--- src/rtl/serial_adder_n_if.sv ---
// Operand/result bundle for serial_adder_n. Optional ovf signal is present
// only when SERIAL_ADDER_OVF_EN is defined.
interface serial_adder_n_if #(
   parameter int WIDTH = 8
) ();
   logic             start;
   logic             sub;
   logic [WIDTH-1:0] a;
   logic [WIDTH-1:0] b;
   logic             cin;
   logic             busy;
   logic             done;
   logic [WIDTH-1:0] s;
   logic             co;
`ifdef SERIAL_ADDER_OVF_EN
   logic             ovf;
`endif

   modport master (
      output start, sub, a, b, cin,
`ifdef SERIAL_ADDER_OVF_EN
      input  ovf,
`endif
      input  busy, done, s, co
   );

   modport slave (
      input  start, sub, a, b, cin,
`ifdef SERIAL_ADDER_OVF_EN
      output ovf,
`endif
      output busy, done, s, co
   );
endinterface

--- src/rtl/serial_adder_n.sv ---
// Bit-serial adder/subtractor: one full-adder cell, LSB first, WIDTH cycles per op.
// Define SERIAL_ADDER_OVF_EN to add the registered signed-overflow output ovf.
module serial_adder_n #(
   parameter int WIDTH = 8
) (
   input  logic              clk,
   input  logic              rst,
   serial_adder_n_if.slave   bus
);
   typedef enum logic [1:0] {IDLE, RUN, DONE} state_t;

   localparam int            CW   = (WIDTH > 1) ? $clog2(WIDTH) : 1;
   localparam logic [CW-1:0] LAST = CW'(WIDTH - 1);

   state_t           state_q;
   logic [WIDTH-1:0] a_q, b_q, r_q, s_q;
   logic [CW-1:0]    cnt_q;
   logic             c_q, co_q, busy_q, done_q;
`ifdef SERIAL_ADDER_OVF_EN
   logic             ovf_q;
`endif

   logic             sum_d, cout_d;
   logic [WIDTH-1:0] sum_v, r_d;

   // Full-adder cell; new sum bit enters the result register from the top.
   always_comb begin
      sum_d  = a_q[0] ^ b_q[0] ^ c_q;
      cout_d = (a_q[0] & b_q[0]) | (a_q[0] & c_q) | (b_q[0] & c_q);
      sum_v  = '0;
      sum_v[WIDTH-1] = sum_d;
      r_d    = (r_q >> 1) | sum_v;
   end

   always_ff @(posedge clk) begin
      if (rst) begin
         state_q <= IDLE;
         a_q     <= '0;
         b_q     <= '0;
         r_q     <= '0;
         s_q     <= '0;
         cnt_q   <= '0;
         c_q     <= 1'b0;
         co_q    <= 1'b0;
         busy_q  <= 1'b0;
         done_q  <= 1'b0;
`ifdef SERIAL_ADDER_OVF_EN
         ovf_q   <= 1'b0;
`endif
      end else begin
         case (state_q)
            IDLE, DONE: begin
               done_q <= 1'b0;
               if (bus.start) begin
                  // Subtract is a + ~b + 1, so the carry-in is forced high.
                  a_q     <= bus.a;
                  b_q     <= bus.sub ? ~bus.b : bus.b;
                  c_q     <= bus.sub | bus.cin;
                  r_q     <= '0;
                  cnt_q   <= '0;
                  busy_q  <= 1'b1;
                  state_q <= RUN;
               end else begin
                  state_q <= IDLE;
               end
            end
            RUN: begin
               a_q   <= a_q >> 1;
               b_q   <= b_q >> 1;
               c_q   <= cout_d;
               r_q   <= r_d;
               cnt_q <= cnt_q + 1'b1;
               if (cnt_q == LAST) begin
                  s_q     <= r_d;
                  co_q    <= cout_d;
`ifdef SERIAL_ADDER_OVF_EN
                  ovf_q   <= c_q ^ cout_d;
`endif
                  done_q  <= 1'b1;
                  busy_q  <= 1'b0;
                  state_q <= DONE;
               end
            end
            default: state_q <= IDLE;
         endcase
      end
   end

   assign bus.busy = busy_q;
   assign bus.done = done_q;
   assign bus.s    = s_q;
   assign bus.co   = co_q;
`ifdef SERIAL_ADDER_OVF_EN
   assign bus.ovf  = ovf_q;
`endif
endmodule

--- src/flat_wrapper.sv ---
// flat-port wrapper written by rule: the top's interface ports become plain ports
module serial_adder_n_flat 
#(
   parameter int WIDTH = 8
)
  (clk, rst, bus_start, bus_sub, bus_a, bus_b, bus_cin, bus_busy, bus_done, bus_s, bus_co);
  serial_adder_n_if #(.WIDTH(WIDTH)) bus_i ();
  input  logic clk;
  input  logic rst;
  input wire logic [$bits(bus_i.start)-1:0] bus_start;
  input wire logic [$bits(bus_i.sub)-1:0] bus_sub;
  input wire logic [$bits(bus_i.a)-1:0] bus_a;
  input wire logic [$bits(bus_i.b)-1:0] bus_b;
  input wire logic [$bits(bus_i.cin)-1:0] bus_cin;
  output wire logic [$bits(bus_i.busy)-1:0] bus_busy;
  output wire logic [$bits(bus_i.done)-1:0] bus_done;
  output wire logic [$bits(bus_i.s)-1:0] bus_s;
  output wire logic [$bits(bus_i.co)-1:0] bus_co;
  assign bus_i.start = bus_start;
  assign bus_i.sub = bus_sub;
  assign bus_i.a = bus_a;
  assign bus_i.b = bus_b;
  assign bus_i.cin = bus_cin;
  assign bus_busy = bus_i.busy;
  assign bus_done = bus_i.done;
  assign bus_s = bus_i.s;
  assign bus_co = bus_i.co;
  serial_adder_n #(.WIDTH(WIDTH)) u_core (.clk(clk), .rst(rst), .bus(bus_i));
endmodule
--- config.mk ---
export PLATFORM = sky130hd
export DESIGN_NAME = serial_adder_n_flat
export DESIGN_NICKNAME = d
export VERILOG_FILES = /design/src/rtl/serial_adder_n_if.sv /design/src/rtl/serial_adder_n.sv /design/src/flat_wrapper.sv
export SDC_FILE = /design/constraint.sdc
export NUM_CORES = 1
export LEC_CHECK = 0
export CORE_MARGIN = 1.5
export CORE_UTILIZATION = 51
export DETAILED_ROUTE_END_ITERATION = 16
export MAX_ROUTING_LAYER = met4
export PLACE_DENSITY = 0.74
export SLEW_MARGIN = 40
export SYNTH_ARGS = -nofsm -noshare
export SYNTH_HDL_FRONTEND = slang
export SYNTH_SLANG_ARGS = --single-unit
--- constraint.sdc ---
create_clock -name clk -period 1.7 [get_ports clk]
set_input_delay 0.34 -clock clk [delete_from_list [all_inputs] [get_ports clk]]
set_output_delay 0.34 -clock clk [all_outputs]
set_load 0.05 [all_outputs]
==> flow_summary.yaml <==
worst_setup_path:
  crit_family: "simple AND/OR/NAND/NOR gates"
  worstPathCellList: "ha_1, ha_1, nand3b_1, a21oi_1, nor2_1"
  startpoint_type: "flip-flop"
  slowest_stage: "dfxtp_1"
  cp_common_cell: "ha_1"
  critical_path_class: "reg2reg"
  cp_num_buf_inv: 0
  critPathMaxStageDelay_ns: 0.37
  cp_max_fo: 12
  crit_path_end_kind: "flip-flop"
  arrival_ns: 1.73
  critPathRequiredTime_ns: 1.95
placed_design:
  dpl_cell_area_um2: 1970
  gp_congestion: 0.767
  dp_hpwl_um: 2140
  portBuffers: 31
yosys:
  synth_most_common_cell: "dfxtp_1"
  synth_top_area_share_pct: 46.7
  yosysTopAreaCell: "dfxtp_1"
  synth_seq_area_share_pct: 46.7
  yosys.area_share.simple_pct: 18.9
  synthMuxAreaShare_pct: 0
  synth_fp_nets: 215
  yosys_register_bits: 40
  syn_inst: 191
  synth_compound_gate_area_share_pct: 18.3
  synth_ff_type: "dfxtp_1"
  synth_area_um2: 1710
  synthAdderAreaFrac_pct: 2.63
  synth_top_family_by_area: "simple AND/OR/NAND/NOR gates"
  synthArstFlopShare_pct: 0
  ys_top_cells_by_area: "dfxtp_1, a21oi_1, nand3_1"
  synth.distinct_cells: 23
  yosys_warnings: 0
  synth_area_per_cell_um2: 8.97
  netlist_top_cells_count: "dfxtp_1, a21oi_1, nand3_1"
  synthXorXnorAreaFrac_pct: 4.09
  synth_edf_count: 0
routing:
  vias: 1445
  drtIter0Drc: 113
  wl_um: 3380
  viasPerCell: 5.52
  dr.pass1.iters: 4
  post_drt_wl_per_cell_um: 12.9
  ant_nets: 0
  drc: 0
clock_network:
  clock_path_buffers: 2
  cts_tree: "built"
  cts_setup_buffers: 0
  cts_buffers: 5
  root_buffer: "clkbuf_4"
  cts_sinks: 40
  post_cts_resize_count: 0
  htreeDepth: 2
  hold_buffers: 0
  clkLatencyLatePin_ns: 0.35
  clkSlewWorstSetupHoldPaths_ns: 0.13
sta:
  rsz0062_at_grt: "false"
  hold_slack_ns: 0.464
  setup_viol: 0
  finClkSkew_ns: 0.0100
  fmax_mhz: 677
  slew_headroom_pct: 67.8
  hold_viol_final: 0
  period_needed_ns: 1.48
  worst_pin_slew_ns: 0.481
  slew_viol_final: 0
  fin_crit_sh_pct: 87.0
  setup-tns-final_ns: 0
global_routing:
  grtUsageTotal_pct: 20.6
  grt_pass1_wl_um: 5510
  grt_pass1_vias: 1280
  grt-ovfl-total: 0
  grt_start_max_net_pins: 41
  grt_antenna_before_repair: 0
finish:
  final_layout_size_suffix_gt1_share_pct: 13.3
  fin_nets: 241
  design_area_um2: 2050
  synthToLayoutAreaGrowth_pct: 19.6
  antenna_cells: 0
  fillers: 264
die:
  coreArea_um2: 3130
  start_util_pct: 54.8
  fp.dieW_um: 61.0
  dieArea_um2: 3720
  rows: 20
  die_h_um: 61.0
  io_pins: 32
pwr:
  p_per_area_nw_per_um2: 915
  p_total_mw: 1.88
  ir_drop_mv: 0.425
  p_leak_nw: 0.744
flow_run:
  maxCapViolations: 0
worst_hold_path:
  min_path_type: "reg2reg"
status:
  outcome: "complete, no violations"
## through the flow
| step | instances | utilization (%) | worst slack, ns |
|---|---|---|---|
| final | 262 | 65.5 | 0.222 |
| after global routing | 262 | 65.5 | 0.109 |
| after CTS | 262 | 65.5 | 0.212 |
| after detailed placement | 254 | 63.0 | 0.171 |
| after global placement | 254 | 63.0 | 0.204 |
| after floorplan | 191 | - | 0.376 |
## routing by layer
metal	vias up	routed length (um)	share of wire, %	track usage [%]
li1	719	-	-	-
met1	674	1600	47	25.2
met2	46	1570	46	32.6
met3	6	166	4.9	5.97
met4	0	41	1.2	7.14
met5	-	0	0	-
## power by group
part / internal (mW) / switching (mW) / leakage, nW / total (mW)
clock network: 0.307 / 0.317 / 0.0412 / 0.624
registers: 0.977 / 0.0250 / 0.326 / 1.00
logic: 0.115 / 0.136 / 0.377 / 0.250
## cells in the final DEF, fill, tap and decap left out
| cell type | count |
|---|---|
| a21oi_1 | 37 |
| a22oi_1 | 13 |
| a22oi_2 | 1 |
| a31oi_1 | 1 |
| and2b_1 | 1 |
| buf_12 | 2 |
| buf_4 | 16 |
| bufinv_16 | 1 |
| clkbuf_4 | 5 |
| clkdlybuf4s50_1 | 20 |
| clkinv_2 | 1 |
| clkinvlp_4 | 1 |
| dfxtp_1 | 40 |
| fa_1 | 1 |
| ha_1 | 2 |
| nand2_1 | 22 |
| nand2b_1 | 3 |
| nand3_1 | 34 |
| nand3_2 | 2 |
| nand3b_1 | 1 |
| nor2_1 | 3 |
| nor2b_1 | 1 |
| o21a_1 | 1 |
| o21ai_0 | 1 |
| xor2_1 | 8 |
## tightest hold or removal path, cell delays in order (launching register included)
cell and delay [ns]:
dfxtp_1 0.33, nand2_1 0.05, a21oi_1 0.05
## sequential cells by signal, summed over array words and instances, names as in the netlist
register / count
u_core.c_q: 1
u_core.a_q: 8
u_core.bus.s: 8
u_core.bus.co: 1
u_core.cnt_q: 3
u_core.r_q: 7
u_core.bus.done: 1
u_core.state_q: 2
u_core.b_q: 8
u_core.bus.busy: 1
## path summary, 6_finish.rpt
path / from / endpoint / slack (ns) / depth (start not counted)
min: u_core.bus.s[4] / u_core.bus.s[4] / 0.46 / 2
max reg2reg: u_core.cnt_q[1] / u_core.bus.busy / 0.22 / 5
max: u_core.cnt_q[1] / u_core.bus.busy / 0.22 / 5
min reg2reg: u_core.bus.s[4] / u_core.bus.s[4] / 0.46 / 2
## kinds of logic after synthesis
kind of cell               Yosys count
AOI/OAI and AO/OA                   54
xor gates and xnor gates             8
adders and majority gates            3
buffers and inverters               19
DFF                                 40
and+or+nand+nor                     67
## final cells by class
cell class	count	area [um2]	share of cell area [%]
Multi-Input combinational cell	132	753	36.8
Tap cell	44	55.1	2.69
Timing Repair Buffer	38	360	17.6
Sequential cell	40	801	39.1
Clock buffer	5	37.5	1.83
Clock inverter	3	42.5	2.08
No activity file was read; power rests on OpenSTA's default activity.
